<file path="src/rtl/binary_threshold_stage_pkg.sv">
// binary_threshold_stage_pkg: frame geometry, luma coefficients, output levels and FSM states
package binary_threshold_stage_pkg;
    localparam int WIDTH = 768;
    localparam int HEIGHT = 512;
    localparam int FRAME_BEATS = WIDTH * HEIGHT / 2;
    localparam logic [7:0] THRESHOLD = 8'd128;
    localparam int PIPE_LAT = 3;
    localparam int DIV_W = 27;
    localparam logic [7:0] K_R = 8'd77;
    localparam logic [7:0] K_G = 8'd150;
    localparam logic [7:0] K_B = 8'd29;
    localparam logic [7:0] BLACK = 8'h00;
    localparam logic [7:0] WHITE = 8'hFF;
    typedef enum logic [1:0] {IDLE, STREAM, DIVIDE, UPDATE} state_t;
    // channel index within a pixel: 2=R, 1=G, 0=B
    function automatic logic [7:0] coef(input int c);
        return c == 2 ? K_R : c == 1 ? K_G : K_B;
    endfunction
    function automatic logic [7:0] binarize(input logic [7:0] y, input logic [7:0] thr, input logic inv);
        return ((y >= thr) ? WHITE : BLACK) ^ {8{inv}};
    endfunction
endpackage

</file>
<file path="src/rtl/binary_threshold_stage_if.sv">
// binary_threshold_stage_if: pixel-pair stream into the stage and binarized stream out of it
interface binary_threshold_stage_if;
    logic       hsync_in, vsync_in, hsync_out, vsync_out;
    logic [7:0] DATA_R0_IN, DATA_G0_IN, DATA_B0_IN, DATA_R1_IN, DATA_G1_IN, DATA_B1_IN;
    logic [7:0] DATA_R0_OUT, DATA_G0_OUT, DATA_B0_OUT, DATA_R1_OUT, DATA_G1_OUT, DATA_B1_OUT;
    modport master (
        output hsync_in, vsync_in, DATA_R0_IN, DATA_G0_IN, DATA_B0_IN, DATA_R1_IN, DATA_G1_IN, DATA_B1_IN,
        input  hsync_out, vsync_out, DATA_R0_OUT, DATA_G0_OUT, DATA_B0_OUT, DATA_R1_OUT, DATA_G1_OUT, DATA_B1_OUT
    );
    modport slave (
        input  hsync_in, vsync_in, DATA_R0_IN, DATA_G0_IN, DATA_B0_IN, DATA_R1_IN, DATA_G1_IN, DATA_B1_IN,
        output hsync_out, vsync_out, DATA_R0_OUT, DATA_G0_OUT, DATA_B0_OUT, DATA_R1_OUT, DATA_G1_OUT, DATA_B1_OUT
    );
endinterface

</file>
<file path="src/rtl/binary_threshold_stage_divider.sv">
// seq_divider: restoring divider, one quotient bit per cycle, done pulses after the last bit
module seq_divider #(
    parameter int W = 27
) (
    input  logic         clk,
    input  logic         rst_n,
    input  logic         start,
    input  logic [W-1:0] dividend,
    input  logic [W-1:0] divisor,
    output logic [W-1:0] quotient,
    output logic         done
);
    localparam int CW = $clog2(W + 1);
    logic [W-1:0] rem_q, rem_d, quo_q, quo_d;
    logic [W:0] rem_sh, diff;
    logic [CW-1:0] cnt_q, cnt_d;
    logic busy_q, busy_d, done_q, done_d;
    always_comb begin
        rem_sh = {rem_q, quo_q[W-1]};
        diff = rem_sh - {1'b0, divisor};
        rem_d = rem_q;
        quo_d = quo_q;
        cnt_d = cnt_q;
        busy_d = busy_q;
        done_d = 1'b0;
        if (start) begin
            rem_d = '0;
            quo_d = dividend;
            cnt_d = CW'(W);
            busy_d = 1'b1;
        end else if (busy_q) begin
            rem_d = diff[W] ? rem_sh[W-1:0] : diff[W-1:0];
            quo_d = {quo_q[W-2:0], ~diff[W]};
            cnt_d = cnt_q - 1'b1;
            busy_d = cnt_q != CW'(1);
            done_d = cnt_q == CW'(1);
        end
    end
    always_ff @(posedge clk or negedge rst_n) begin
        if (!rst_n) begin
            rem_q <= '0;
            quo_q <= '0;
            cnt_q <= '0;
            busy_q <= 1'b0;
            done_q <= 1'b0;
        end else begin
            rem_q <= rem_d;
            quo_q <= quo_d;
            cnt_q <= cnt_d;
            busy_q <= busy_d;
            done_q <= done_d;
        end
    end
    assign quotient = quo_q;
    assign done = done_q;
endmodule

</file>
<file path="src/rtl/binary_threshold_stage.sv">
// binary_threshold_stage: 3-stage luma binarizer; threshold is static or the previous frame's mean luma
module binary_threshold_stage #(
    parameter int WIDTH = binary_threshold_stage_pkg::WIDTH,
    parameter int HEIGHT = binary_threshold_stage_pkg::HEIGHT,
    parameter logic [7:0] THRESHOLD = binary_threshold_stage_pkg::THRESHOLD
) (
    input  logic                    HCLK,
    input  logic                    HRESETn,
    binary_threshold_stage_if.slave bus,
    input  logic [7:0]              threshold_cfg,
    input  logic                    adaptive_en,
    input  logic                    invert_en,
    output logic [7:0]              cur_threshold,
    output logic                    frame_done
);
    import binary_threshold_stage_pkg::*;
    localparam int FB = WIDTH * HEIGHT / 2;
    localparam int CW = $clog2(FB + 1);
    state_t state_q, state_d;
    logic [CW-1:0] cnt_q, cnt_d;
    logic [7:0] cur_thr_q, cur_thr_d, next_thr_q, next_thr_d, thr1_q, thr1_d, thr2_q, thr2_d;
    logic [5:0][15:0] prod_q, prod_d;
    logic [1:0][7:0] y_q, y_d, pix_q, pix_d;
    logic [2:0] hs_q, hs_d, vs_q, vs_d;
    logic [1:0] last_q, last_d;
    logic [DIV_W-1:0] acc_q, acc_d, quotient;
    logic fd_q, fd_d, leave, div_start, div_done;
    logic [5:0][7:0] px;
    assign px = {bus.DATA_R0_IN, bus.DATA_G0_IN, bus.DATA_B0_IN, bus.DATA_R1_IN, bus.DATA_G1_IN, bus.DATA_B1_IN};
    // the threshold travels with each beat so frame boundaries never mix thresholds in flight
    always_comb begin
        leave = hs_q[1] & last_q[1];
        div_start = leave && state_q != DIVIDE;
        cnt_d = bus.hsync_in ? ((cnt_q == CW'(FB - 1)) ? '0 : cnt_q + 1'b1) : cnt_q;
        cur_thr_d = (bus.hsync_in && cnt_q == '0) ? (adaptive_en ? next_thr_q : threshold_cfg) : cur_thr_q;
        thr1_d = bus.hsync_in ? cur_thr_d : thr1_q;
        thr2_d = hs_q[0] ? thr1_q : thr2_q;
        hs_d = {hs_q[1:0], bus.hsync_in};
        vs_d = {vs_q[1:0], bus.vsync_in};
        last_d = {last_q[0], cnt_q == CW'(FB - 1)};
        for (int i = 0; i < 6; i++) prod_d[i] = bus.hsync_in ? 16'(px[i]) * 16'(coef(i % 3)) : prod_q[i];
        for (int j = 0; j < 2; j++) y_d[j] = hs_q[0] ? 8'((prod_q[3*j] + prod_q[3*j+1] + prod_q[3*j+2]) >> 8) : y_q[j];
        for (int j = 0; j < 2; j++) pix_d[j] = hs_q[1] ? binarize(y_q[j], thr2_q, invert_en) : pix_q[j];
        acc_d = (leave ? '0 : acc_q) + (hs_q[0] ? DIV_W'(y_d[0]) + DIV_W'(y_d[1]) : '0);
        fd_d = leave;
        next_thr_d = state_q == UPDATE ? (quotient > DIV_W'(255) ? 8'hFF : quotient[7:0]) : next_thr_q;
        state_d = state_q;
        case (state_q)
            IDLE:    state_d = div_start ? DIVIDE : bus.hsync_in ? STREAM : IDLE;
            STREAM:  state_d = div_start ? DIVIDE : STREAM;
            DIVIDE:  state_d = div_done ? UPDATE : DIVIDE;
            default: state_d = div_start ? DIVIDE : (cnt_q != '0 || bus.hsync_in) ? STREAM : IDLE;
        endcase
    end
    always_ff @(posedge HCLK or negedge HRESETn) begin
        if (!HRESETn) begin
            state_q <= IDLE;
            cnt_q <= '0;
            cur_thr_q <= THRESHOLD;
            next_thr_q <= THRESHOLD;
            thr1_q <= THRESHOLD;
            thr2_q <= THRESHOLD;
            prod_q <= '0;
            y_q <= '0;
            pix_q <= '0;
            hs_q <= '0;
            vs_q <= '0;
            last_q <= '0;
            acc_q <= '0;
            fd_q <= 1'b0;
        end else begin
            state_q <= state_d;
            cnt_q <= cnt_d;
            cur_thr_q <= cur_thr_d;
            next_thr_q <= next_thr_d;
            thr1_q <= thr1_d;
            thr2_q <= thr2_d;
            prod_q <= prod_d;
            y_q <= y_d;
            pix_q <= pix_d;
            hs_q <= hs_d;
            vs_q <= vs_d;
            last_q <= last_d;
            acc_q <= acc_d;
            fd_q <= fd_d;
        end
    end
    // the dividend is captured at start, so the next frame may accumulate meanwhile
    seq_divider #(.W(DIV_W)) u_div (
        .clk(HCLK),
        .rst_n(HRESETn),
        .start(div_start),
        .dividend(acc_q),
        .divisor(DIV_W'(WIDTH * HEIGHT)),
        .quotient(quotient),
        .done(div_done)
    );
    assign bus.hsync_out = hs_q[2];
    assign bus.vsync_out = vs_q[2];
    assign {bus.DATA_R0_OUT, bus.DATA_G0_OUT, bus.DATA_B0_OUT} = {3{pix_q[1]}};
    assign {bus.DATA_R1_OUT, bus.DATA_G1_OUT, bus.DATA_B1_OUT} = {3{pix_q[0]}};
    assign cur_threshold = cur_thr_q;
    assign frame_done = fd_q;
endmodule

</file>
<file path="src/flat_wrapper.sv">
// flat-port wrapper written by rule: the top's interface ports become plain ports
module binary_threshold_stage_flat import binary_threshold_stage_pkg::*;
#(
    parameter int WIDTH = binary_threshold_stage_pkg::WIDTH,
    parameter int HEIGHT = binary_threshold_stage_pkg::HEIGHT,
    parameter logic [7:0] THRESHOLD = binary_threshold_stage_pkg::THRESHOLD
)
  (HCLK, HRESETn, threshold_cfg, adaptive_en, invert_en, cur_threshold, frame_done, bus_hsync_in, bus_vsync_in, bus_DATA_R0_IN, bus_DATA_G0_IN, bus_DATA_B0_IN, bus_DATA_R1_IN, bus_DATA_G1_IN, bus_DATA_B1_IN, bus_hsync_out, bus_vsync_out, bus_DATA_R0_OUT, bus_DATA_G0_OUT, bus_DATA_B0_OUT, bus_DATA_R1_OUT, bus_DATA_G1_OUT, bus_DATA_B1_OUT);
  binary_threshold_stage_if bus_i ();
  input  logic HCLK;
  input  logic HRESETn;
  input  logic [7:0] threshold_cfg;
  input  logic adaptive_en;
  input  logic invert_en;
  output logic [7:0] cur_threshold;
  output logic frame_done;
  input wire logic [$bits(bus_i.hsync_in)-1:0] bus_hsync_in;
  input wire logic [$bits(bus_i.vsync_in)-1:0] bus_vsync_in;
  input wire logic [$bits(bus_i.DATA_R0_IN)-1:0] bus_DATA_R0_IN;
  input wire logic [$bits(bus_i.DATA_G0_IN)-1:0] bus_DATA_G0_IN;
  input wire logic [$bits(bus_i.DATA_B0_IN)-1:0] bus_DATA_B0_IN;
  input wire logic [$bits(bus_i.DATA_R1_IN)-1:0] bus_DATA_R1_IN;
  input wire logic [$bits(bus_i.DATA_G1_IN)-1:0] bus_DATA_G1_IN;
  input wire logic [$bits(bus_i.DATA_B1_IN)-1:0] bus_DATA_B1_IN;
  output wire logic [$bits(bus_i.hsync_out)-1:0] bus_hsync_out;
  output wire logic [$bits(bus_i.vsync_out)-1:0] bus_vsync_out;
  output wire logic [$bits(bus_i.DATA_R0_OUT)-1:0] bus_DATA_R0_OUT;
  output wire logic [$bits(bus_i.DATA_G0_OUT)-1:0] bus_DATA_G0_OUT;
  output wire logic [$bits(bus_i.DATA_B0_OUT)-1:0] bus_DATA_B0_OUT;
  output wire logic [$bits(bus_i.DATA_R1_OUT)-1:0] bus_DATA_R1_OUT;
  output wire logic [$bits(bus_i.DATA_G1_OUT)-1:0] bus_DATA_G1_OUT;
  output wire logic [$bits(bus_i.DATA_B1_OUT)-1:0] bus_DATA_B1_OUT;
  assign bus_i.hsync_in = bus_hsync_in;
  assign bus_i.vsync_in = bus_vsync_in;
  assign bus_i.DATA_R0_IN = bus_DATA_R0_IN;
  assign bus_i.DATA_G0_IN = bus_DATA_G0_IN;
  assign bus_i.DATA_B0_IN = bus_DATA_B0_IN;
  assign bus_i.DATA_R1_IN = bus_DATA_R1_IN;
  assign bus_i.DATA_G1_IN = bus_DATA_G1_IN;
  assign bus_i.DATA_B1_IN = bus_DATA_B1_IN;
  assign bus_hsync_out = bus_i.hsync_out;
  assign bus_vsync_out = bus_i.vsync_out;
  assign bus_DATA_R0_OUT = bus_i.DATA_R0_OUT;
  assign bus_DATA_G0_OUT = bus_i.DATA_G0_OUT;
  assign bus_DATA_B0_OUT = bus_i.DATA_B0_OUT;
  assign bus_DATA_R1_OUT = bus_i.DATA_R1_OUT;
  assign bus_DATA_G1_OUT = bus_i.DATA_G1_OUT;
  assign bus_DATA_B1_OUT = bus_i.DATA_B1_OUT;
  binary_threshold_stage #(.WIDTH(WIDTH), .HEIGHT(HEIGHT), .THRESHOLD(THRESHOLD)) u_core (.HCLK(HCLK), .HRESETn(HRESETn), .bus(bus_i), .threshold_cfg(threshold_cfg), .adaptive_en(adaptive_en), .invert_en(invert_en), .cur_threshold(cur_threshold), .frame_done(frame_done));
endmodule
</file>
<file path="config.mk">
export PLATFORM = sky130hd
export DESIGN_NAME = binary_threshold_stage_flat
export DESIGN_NICKNAME = d
export VERILOG_FILES = /design/src/rtl/binary_threshold_stage_pkg.sv /design/src/rtl/binary_threshold_stage_if.sv /design/src/rtl/binary_threshold_stage_divider.sv /design/src/rtl/binary_threshold_stage.sv /design/src/flat_wrapper.sv
export SDC_FILE = /design/constraint.sdc
export NUM_CORES = 1
export LEC_CHECK = 0
export ABC_AREA = 1
export BUFFER_PORTS_ARGS = -buffer_cell sky130_fd_sc_hd__buf_2
export CORE_ASPECT_RATIO = 1.1
export CORE_UTILIZATION = 55
export DETAILED_ROUTE_END_ITERATION = 8
export GPL_ROUTABILITY_DRIVEN = 0
export GPL_TIMING_DRIVEN = 0
export PLACE_DENSITY = 0.73
export SYNTH_ARGS = -nofsm -noshare
export SYNTH_HDL_FRONTEND = slang
export SYNTH_SLANG_ARGS = --single-unit
</file>
<file path="constraint.sdc">
create_clock -name HCLK -period 13.8 [get_ports HCLK]
set_clock_uncertainty 0.05 [all_clocks]
set_input_delay 0.69 -clock HCLK [delete_from_list [all_inputs] [get_ports HCLK]]
set_output_delay 0.69 -clock HCLK [all_outputs]
set_load 0.005 [all_outputs]
</file>
==> results of run 1 <==
## power by group through the flow
stage	sequential [mW]	combinational (mW)	clock [mW]
3_3_place_gp	1.03	2.61	0
5_1_grt	1.04	3.09	0.778
4_1_cts	1.02	2.72	0.747
3_5_place_dp	1.04	2.69	0
6_report	1.03	2.72	0.734
2_1_floorplan	0.997	2.08	0
## critical path, delay by kind of cell (launching register included)
kind            cells  cell delay (ns)
simple gates       13             1.30
xor+xnor            2             0.45
compound gates      7             1.22
buf+inv             6             0.33
fa+ha+maj           4             1.57
flops               1             0.37
## metrics by stage
step	setup slack, ns	utilization	std cells	area [sq um]
6_report	8.38	0.623	2910	21400
3_5_place_dp	8.40	0.597	2862	20500
3_3_place_gp	7.47	0.595	2860	20400
4_1_cts	8.37	0.623	2910	21400
5_1_grt	7.92	0.623	2910	21400
2_1_floorplan	9.08	-	2302	19200
## path summary, 6_finish.rpt
check	to	slack [ns]	cells past startpoint
min in group HCLK	u_core.hs_q[0]$_DFF_PN0_	0.22	1
max in group asynchronous	u_core.prod_q[44]$_DFFE_PN0P_	12.77	2
min	u_core.u_div.rem_q[9]$_DFFE_PN0P_	0.05	1
max reg2reg	u_core.acc_q[26]$_DFF_PN0_	8.38	32
max	u_core.acc_q[26]$_DFF_PN0_	8.38	32
min reg2reg	u_core.last_q[1]$_DFF_PN0_	0.30	0
## cell type report
cell class,count,area share
inverters,431,0.0758
well taps,438,0.0257
repair buffers,122,0.0312
clock buffers,33,0.0341
flip-flops and latches,253,0.297
plain buffers,94,0.0253
clock inverters,15,0.00773
multi-input cells,1524,0.504
## logic make-up after synthesis
| group | share of synthesized area |
|---|---|
| AOI/OAI and AO/OA | 0.102 |
| xor gates and xnor gates | 0.0359 |
| adders and majority gates | 0.252 |
| buffers and inverters | 0.112 |
| DFF | 0.329 |
| and+or+nand+nor | 0.168 |
## cell usage in the layout (no fill, tap or decap), types with 4 or more instances in the layout
cell	synthesis	layout
nor4_1	10	10
xor2_1	62	62
ha_1	263	263
nand2_2	19	19
o22ai_1	25	25
clkbuf_1	34	37
o21ai_1	7	7
clkinv_2	0	7
xnor2_1	17	17
nand2_4	4	4
clkbuf_16	0	27
buf_2	3	122
nand3_2	7	7
buf_1	9	9
o21bai_1	4	4
dfstp_2	4	4
o31ai_1	7	7
nand3_1	51	51
nor3_1	26	26
nor2_1	114	114
o221ai_1	11	11
o211ai_1	12	12
a22oi_1	8	8
inv_2	11	11
a31oi_1	9	9
nand4_1	17	17
buf_4	47	47
fa_1	78	78
a21o_1	4	4
dfrtp_1	249	249
inv_1	420	420
nand2_1	476	476
o21ai_0	135	135
nor2_2	10	10
o2111ai_1	5	5
or2_2	11	11
a21oi_1	113	113
## layer usage
metal	share of wire	GRT usage
met2	0.51	0.467
met1	0.43	0.316
met4	0.024	0.0662
met3	0.040	0.0226
met5	0	0
## flip-flops by register name (all words and copies together), names as in the netlist, 5 cells and up
register,flops
u_core.u_div.rem_q,27
u_core.y_q,16
u_core.thr2_q,8
u_core.next_thr_q,8
u_core.cnt_q,18
u_core.prod_q,86
u_core.cur_threshold,8
u_core.u_div.quotient,27
u_core.acc_q,27
u_core.u_div.cnt_q,5
u_core.thr1_q,8
==> results.md, run 1 <==
- Initial antenna violation count: 0
- Initial Utilization: 0.561
- Die span in x: 180 microns
- PortBufs: 120
- Most used DFF post-synth: dfrtp_1
- Max FO, Critical Path: 5
- CTS H-tree lvls: 1
- Post-CTS setup buffers: 0
- Final ANT Viol Nets: 0
- CP startpoint: u_core.prod_q[23]$_DFFE_PN0P_
- Synth Register Bits: 253
- Most frequent cells after synthesis: nand2_1 (476), inv_1 (420), ha_1 (263)
- First-pass DRT Iterations: 5
- Mean Syn Cell Area: 8.36 sq um
- Register share of total power: 0.229
- Post-DP HPWL: 34700 microns
- Nets@finish: 2856
- Final hold slack: 0.0535 ns
- Core box area: 34300 sq um
- CTS resizes: 0
- Hold buffer count at CTS: 0
- CTS buffer count: 27
- Clk root buf: clkbuf_16
- Storage cell area: 6340 sq um
- Cells after synthesis: 2302
- Routed wire length: 43700 microns
- Crit path kind: flop to flop
- Critical path arrival: 5.78 ns
- Most used cell, CP: nand2_1
- Mapped cell area: 19200 sq um
- RSZ-0062 raised after global routing: false
- Max-Cap Viols: 0
- Pint: 2.43 mW
- P_sw: 2.04 mW
- HP Class: input port to async pin
- Worst-path clk slew: 0.06 ns
- Post-synth EDFFs: 0
- Multi-input logic area: 10800 sq um
- YS warnings: 0
- I/O Pins: 121
- Leading area contributor after synthesis: dfrtp_1
- Crit-path max cell delay: 0.49 ns
- Tcrit/Tclk final: 0.393
- DR vias: 15400
- Vias in the first global route: 15300
- Design Power: 4.48 mW
- Slew @ Worst Pin: 0.953 ns
- Post-synth top area share: 0.324
- # setup viols final: 0
- Sequential element share of the synthesized area: 0.329
- Leak: 11.5 nW
- Reg2reg start: u_core.prod_q[23]$_DFFE_PN0P_
- Slowest stage cell, crit path: fa_1
- Longest Clk Path Bufs: 3
- # fillers: 2944
- # rows: 71
- Critical Path End Type: flop
- Status: complete, no violations
- Pin count of the biggest net entering global routing: 101
- Initial drt markers: 1027
- Clock share of power: 0.164
- Clk_lat worst skew: 0.54 ns
- Sw frac: 0.456
- Tot GR Track Use: 0.253
- Gr ovfl total: 0
- Vias per inst: 5.28
- Post-Syn Nets: 2705
- Post-layout minimum cycle time: 5.42 ns
- Power per cell area: 210 nW/um^2
- Asr flop ratio synth: 1.00
- Combinational power share: 0.607
- F_max: 184 MHz
- Crit start category: flop
- Slew margin rel.: 0.365
- Die Y-Extent: 198 microns
- CTS Sinks: 253
- WL per Instance: 15.0 microns
- Final Hold Fails: 0
- Critical Path RT: 14.16 ns
- Die area: 35700 sq um
- Synth unique cells: 49
- Top-count cell post-synth: nand2_1
- Layout cell share with drive strength beyond 1: 0.119
- CTS tree: built
- TNS Setup: 0 ns
- Synth top area cells: dfrtp_1 (32%), ha_1 (17%), nand2_1 (9.3%)
- DRC errors left: 0
- Slew Limit Fails: 0
- Global-route wire length before repair: 74100 microns
- Syn-to-layout area delta: 10.9%
- Max rail drop VDD: 0.156 mV
- # diodes: 0
Note: power is estimated with default switching activity, not from simulation.
==> run 2: changes to the inputs <==
ABC_AREA = 0   (was 1)
PLACE_DENSITY = 0.76   (was 0.73)
clock period = 4.5 ns   (was 13.8 ns; I/O delays follow)
==> run 2 against run 1 <==
Against the previous run: the run now ends with negative setup slack left; highest routed layer unchanged; die area is 2.4% lower; routed wire length decreased by 3.6%; critical endpoint is now u_core.acc_q[22]$_DFF_PN0_; power grew to 4.3 times the previous value; largest power group unchanged; setup slack worse by 9.6 ns; final cell count decreased by 14%; sequential power grew to 3.3 times the previous value; critical path type unchanged; largest cell class unchanged.
==> results.md, run 2 <==
- Most Used Layer, Global Route: met2
- Synth Register Bits: 253 (unchanged)
- Nets@finish: 2466 (-14%)
- Crit start category: flop
- HP Class: input port to flop
- Crit path kind: flop to flop
- # rows: 70 (-1.4%)
- Most frequent cells after synthesis: ha_1 (263), inv_1 (251), dfrtp_1 (249)
- PortBufs: 119 (-0.83%)
- DRC errors left: 0 (unchanged)
- Grt met2 use: 0.445 (-0.0221)
- Status: complete, but fails checks
- Routed wire length: 42100 microns (-3.6%)
- Layout cell share with drive strength beyond 1: 0.198 (+0.0792)
- Sequential element share of the synthesized area: 0.338 (+0.00832)
- Leak: 11.1 nW (-4.1%)
- Pin count of the biggest net entering global routing: 125 (+24%)
- Final Hold Fails: 0 (unchanged)
- Global-route wire length before repair: 68600 microns (-7.4%)
- Top-count cell post-synth: ha_1
- # setup viols final: 24 (+24)
- YS warnings: 0 (unchanged)
- Synth unique cells: 70 (+43%)
- Die area: 34900 sq um (-2.4%)
- P_sw: 8.16 mW (+300%)
- Mean Syn Cell Area: 10.1 sq um (+21%)
- Max FO, Critical Path: 5 (unchanged)
- Most frequent cells in the layout: ha_1 (252), dfrtp_1 (249), inv_1 (248), nand2_1 (119), buf_2 (118)
- Clk_lat worst skew: 0.54 ns (about the same)
- Tcrit/Tclk final: 1.26 (+0.868)
- Slew Limit Fails: 0 (unchanged)
- Clk root buf: clkbuf_16
- Initial drt markers: 717 (-30%)
- Critical Path End Type: flop
- Largest Register: u_core.prod_q
- Clock share of power: 0.130 (-0.034)
- Syn-to-layout area delta: 17.3%
- Number of flip-flops in the largest register: 86 (unchanged)
- Sw frac: 0.423 (-0.0330)
- Gr ovfl total: 0 (unchanged)
- Most used DFF post-synth: dfrtp_1
- Slowest stage cell, crit path: fa_1
- # fillers: 2562 (-13%)
- Post-synth top area share: 0.332 (+0.00818)
- Cells after synthesis: 1853 (-20%)
- Post-synth EDFFs: 0 (unchanged)
- Worst-path clk slew: 0.06 ns (about the same)
- Combinational power share: 0.696 (+0.089)
- Longest Clk Path Bufs: 3 (unchanged)
- First-pass DRT Iterations: 5 (unchanged)
- Commonest non-fill, non-tap cell in the layout: ha_1
- TNS Setup: -22.49 ns (-22.49 ns)
- Die span in x: 178 microns (-1.2%)
- Initial antenna violation count: 0 (unchanged)
- Slew @ Worst Pin: 0.865 ns (-0.0874 ns)
- Max rail drop VDD: 0.677 mV (+330%)
- WL per Instance: 16.7 microns (+11%)
- Final core occ: 0.658 (+0.0353)
- CTS buffer count: 28 (+3.7%)
- Leading area contributor after synthesis: dfrtp_1
- RSZ-0062 raised after global routing: true
- Slew margin rel.: 0.423 (+0.0582)
- Final ANT Viol Nets: 0 (unchanged)
- DR vias: 14000 (-8.8%)
- Register share of total power: 0.175 (-0.054)
- Power per cell area: 876 nW/um^2 (+320%)
- Pint: 11.1 mW (+360%)
- I/O Pins: 121 (unchanged)
- Die Y-Extent: 196 microns (-1.2%)
- Vias in the first global route: 14400 (-5.7%)
- Crit-path max cell delay: 0.54 ns (+0.05 ns)
- CTS tree: built
- Critical path arrival: 6.09 ns (+0.31 ns)
- Tot GR Track Use: 0.241 (-0.0113)
- CTS H-tree lvls: 1 (unchanged)
- Mapped cell area: 18800 sq um (-2.5%)
- Post-DP HPWL: 30800 microns (-11%)
- F_max: 176 MHz (-4.5%)
- Grt met3 use: 0.0248 (+0.00218)
- Max-Cap Viols: 0 (unchanged)
- Synth top area cells: dfrtp_1 (33%), ha_1 (18%), fa_1 (8.3%)
- Post-Syn Nets: 2256 (-17%)
- Final worst slack: -1.18 ns (-9.55 ns)
- Initial Utilization: 0.561 (about the same)
- Vias per inst: 5.57 (+5.5%)
- Design Power: 19.3 mW (+330%)
- # diodes: 0 (unchanged)
- Asr flop ratio synth: 1.00 (unchanged)
- Core box area: 33500 sq um (-2.4%)
- Critical Path RT: 4.92 ns (-9.24 ns)
- M1 GR Usage: 0.295 (-0.0215)
- Post-layout minimum cycle time: 5.68 ns (+0.253 ns)
- CTS Sinks: 253 (unchanged)
- Failing checks: negative setup slack
## run 2: kinds of logic after synthesis
group / Yosys count / share of synthesized area
buffers and inverters: 350 / 0.0792
AND/OR/NAND/NOR: 349 / 0.0870
AO/OA/AOI/OAI: 342 / 0.122
adder cells (fa/ha/maj): 341 / 0.258
flip-flops: 253 / 0.338
multiplexers: 123 / 0.0697
XOR/XNOR: 95 / 0.0457
## run 2: power by group through the flow
| stage | clock network (mW) | registers [mW] | logic (mW) |
|---|---|---|---|
| global placement | 0 | 3.37 | 9.00 |
| CTS | 2.53 | 3.36 | 11.3 |
| detailed placement | 0 | 3.39 | 9.34 |
| finish | 2.50 | 3.37 | 13.4 |
| global route | 2.62 | 3.44 | 14.6 |
| floorplan | 0 | 3.25 | 7.36 |
## run 2: path summary, 6_finish.rpt
| path | from | end | slack [ns] | cells after the start |
|---|---|---|---|---|
| max | u_core.prod_q[50]$_DFFE_PN0P_ | u_core.acc_q[22]$_DFF_PN0_ | -1.18 | 26 |
| min | threshold_cfg[0] | u_core.cur_threshold[0]$_DFF_PN0_ | 0.01 | 3 |
| max reg2reg | u_core.prod_q[50]$_DFFE_PN0P_ | u_core.acc_q[22]$_DFF_PN0_ | -1.18 | 26 |
| min reg2reg | u_core.vs_q[0]$_DFF_PN0_ | u_core.vs_q[1]$_DFF_PN0_ | 0.30 | 0 |
| max in group asynchronous | HRESETn | u_core.prod_q[69]$_DFFE_PN0P_ | 2.94 | 4 |
| min in group asynchronous | HRESETn | u_core.vs_q[2]$_DFF_PN0_ | 0.11 | 2 |
## run 2: worst max-delay path, delay by kind of cell (launching register included)
family	cells	cell delay, ns
xor gates and xnor gates	2	0.29
AOI/OAI and AO/OA	14	2.51
DFF	1	0.40
adders and majority gates	4	1.33
buffers and inverters	3	0.38
and+or+nand+nor	1	0.10
muxes	2	0.50
## run 2: what timing repair did
item / 4_1_cts / 5_1_grt
gates cloned: 1 / 0
pin swaps: 27 / 32
setup buffers: 24 / 20
hold buffers: 16 / 0
endpoints found under the hold margin: 142 / 0
endpoints found under the setup margin: 23 / 24
gates resized for setup: 47 / 52
## run 2: cell type report
| cell class | instances | area, sq um | area share |
|---|---|---|---|
| repair buffers | 180 | 1190 | 0.0542 |
| clock inverters | 11 | 184 | 0.00835 |
| inverters | 253 | 950 | 0.0431 |
| plain buffers | 97 | 547 | 0.0248 |
| multi-input cells | 1250 | 11400 | 0.520 |
| flip-flops and latches | 253 | 6340 | 0.288 |
| well taps | 432 | 541 | 0.0246 |
| clock buffers | 40 | 827 | 0.0376 |
## run 2: through the flow
step | hold WS, ns | setup slack [ns] | instances | instance area (sq um)
after floorplan | -0.121 | -0.738 | 1853 | 18800
after global placement | 0.282 | -1.38 | 2404 | 20000
after detailed placement | 0.0704 | -1.26 | 2407 | 20000
after CTS | 0.000407 | -1.10 | 2499 | 21600
after global routing | 0.0244 | -1.40 | 2516 | 22000
final | 0.0121 | -1.18 | 2516 | 22000
## run 2: per-layer routing
| layer | vias to the layer above | part of all wire |
|---|---|---|
| met5 | - | 0 |
| met4 | 0 | 0.027 |
| met3 | 85 | 0.034 |
| met2 | 288 | 0.52 |
| met1 | 6928 | 0.42 |
| li1 | 6711 | - |
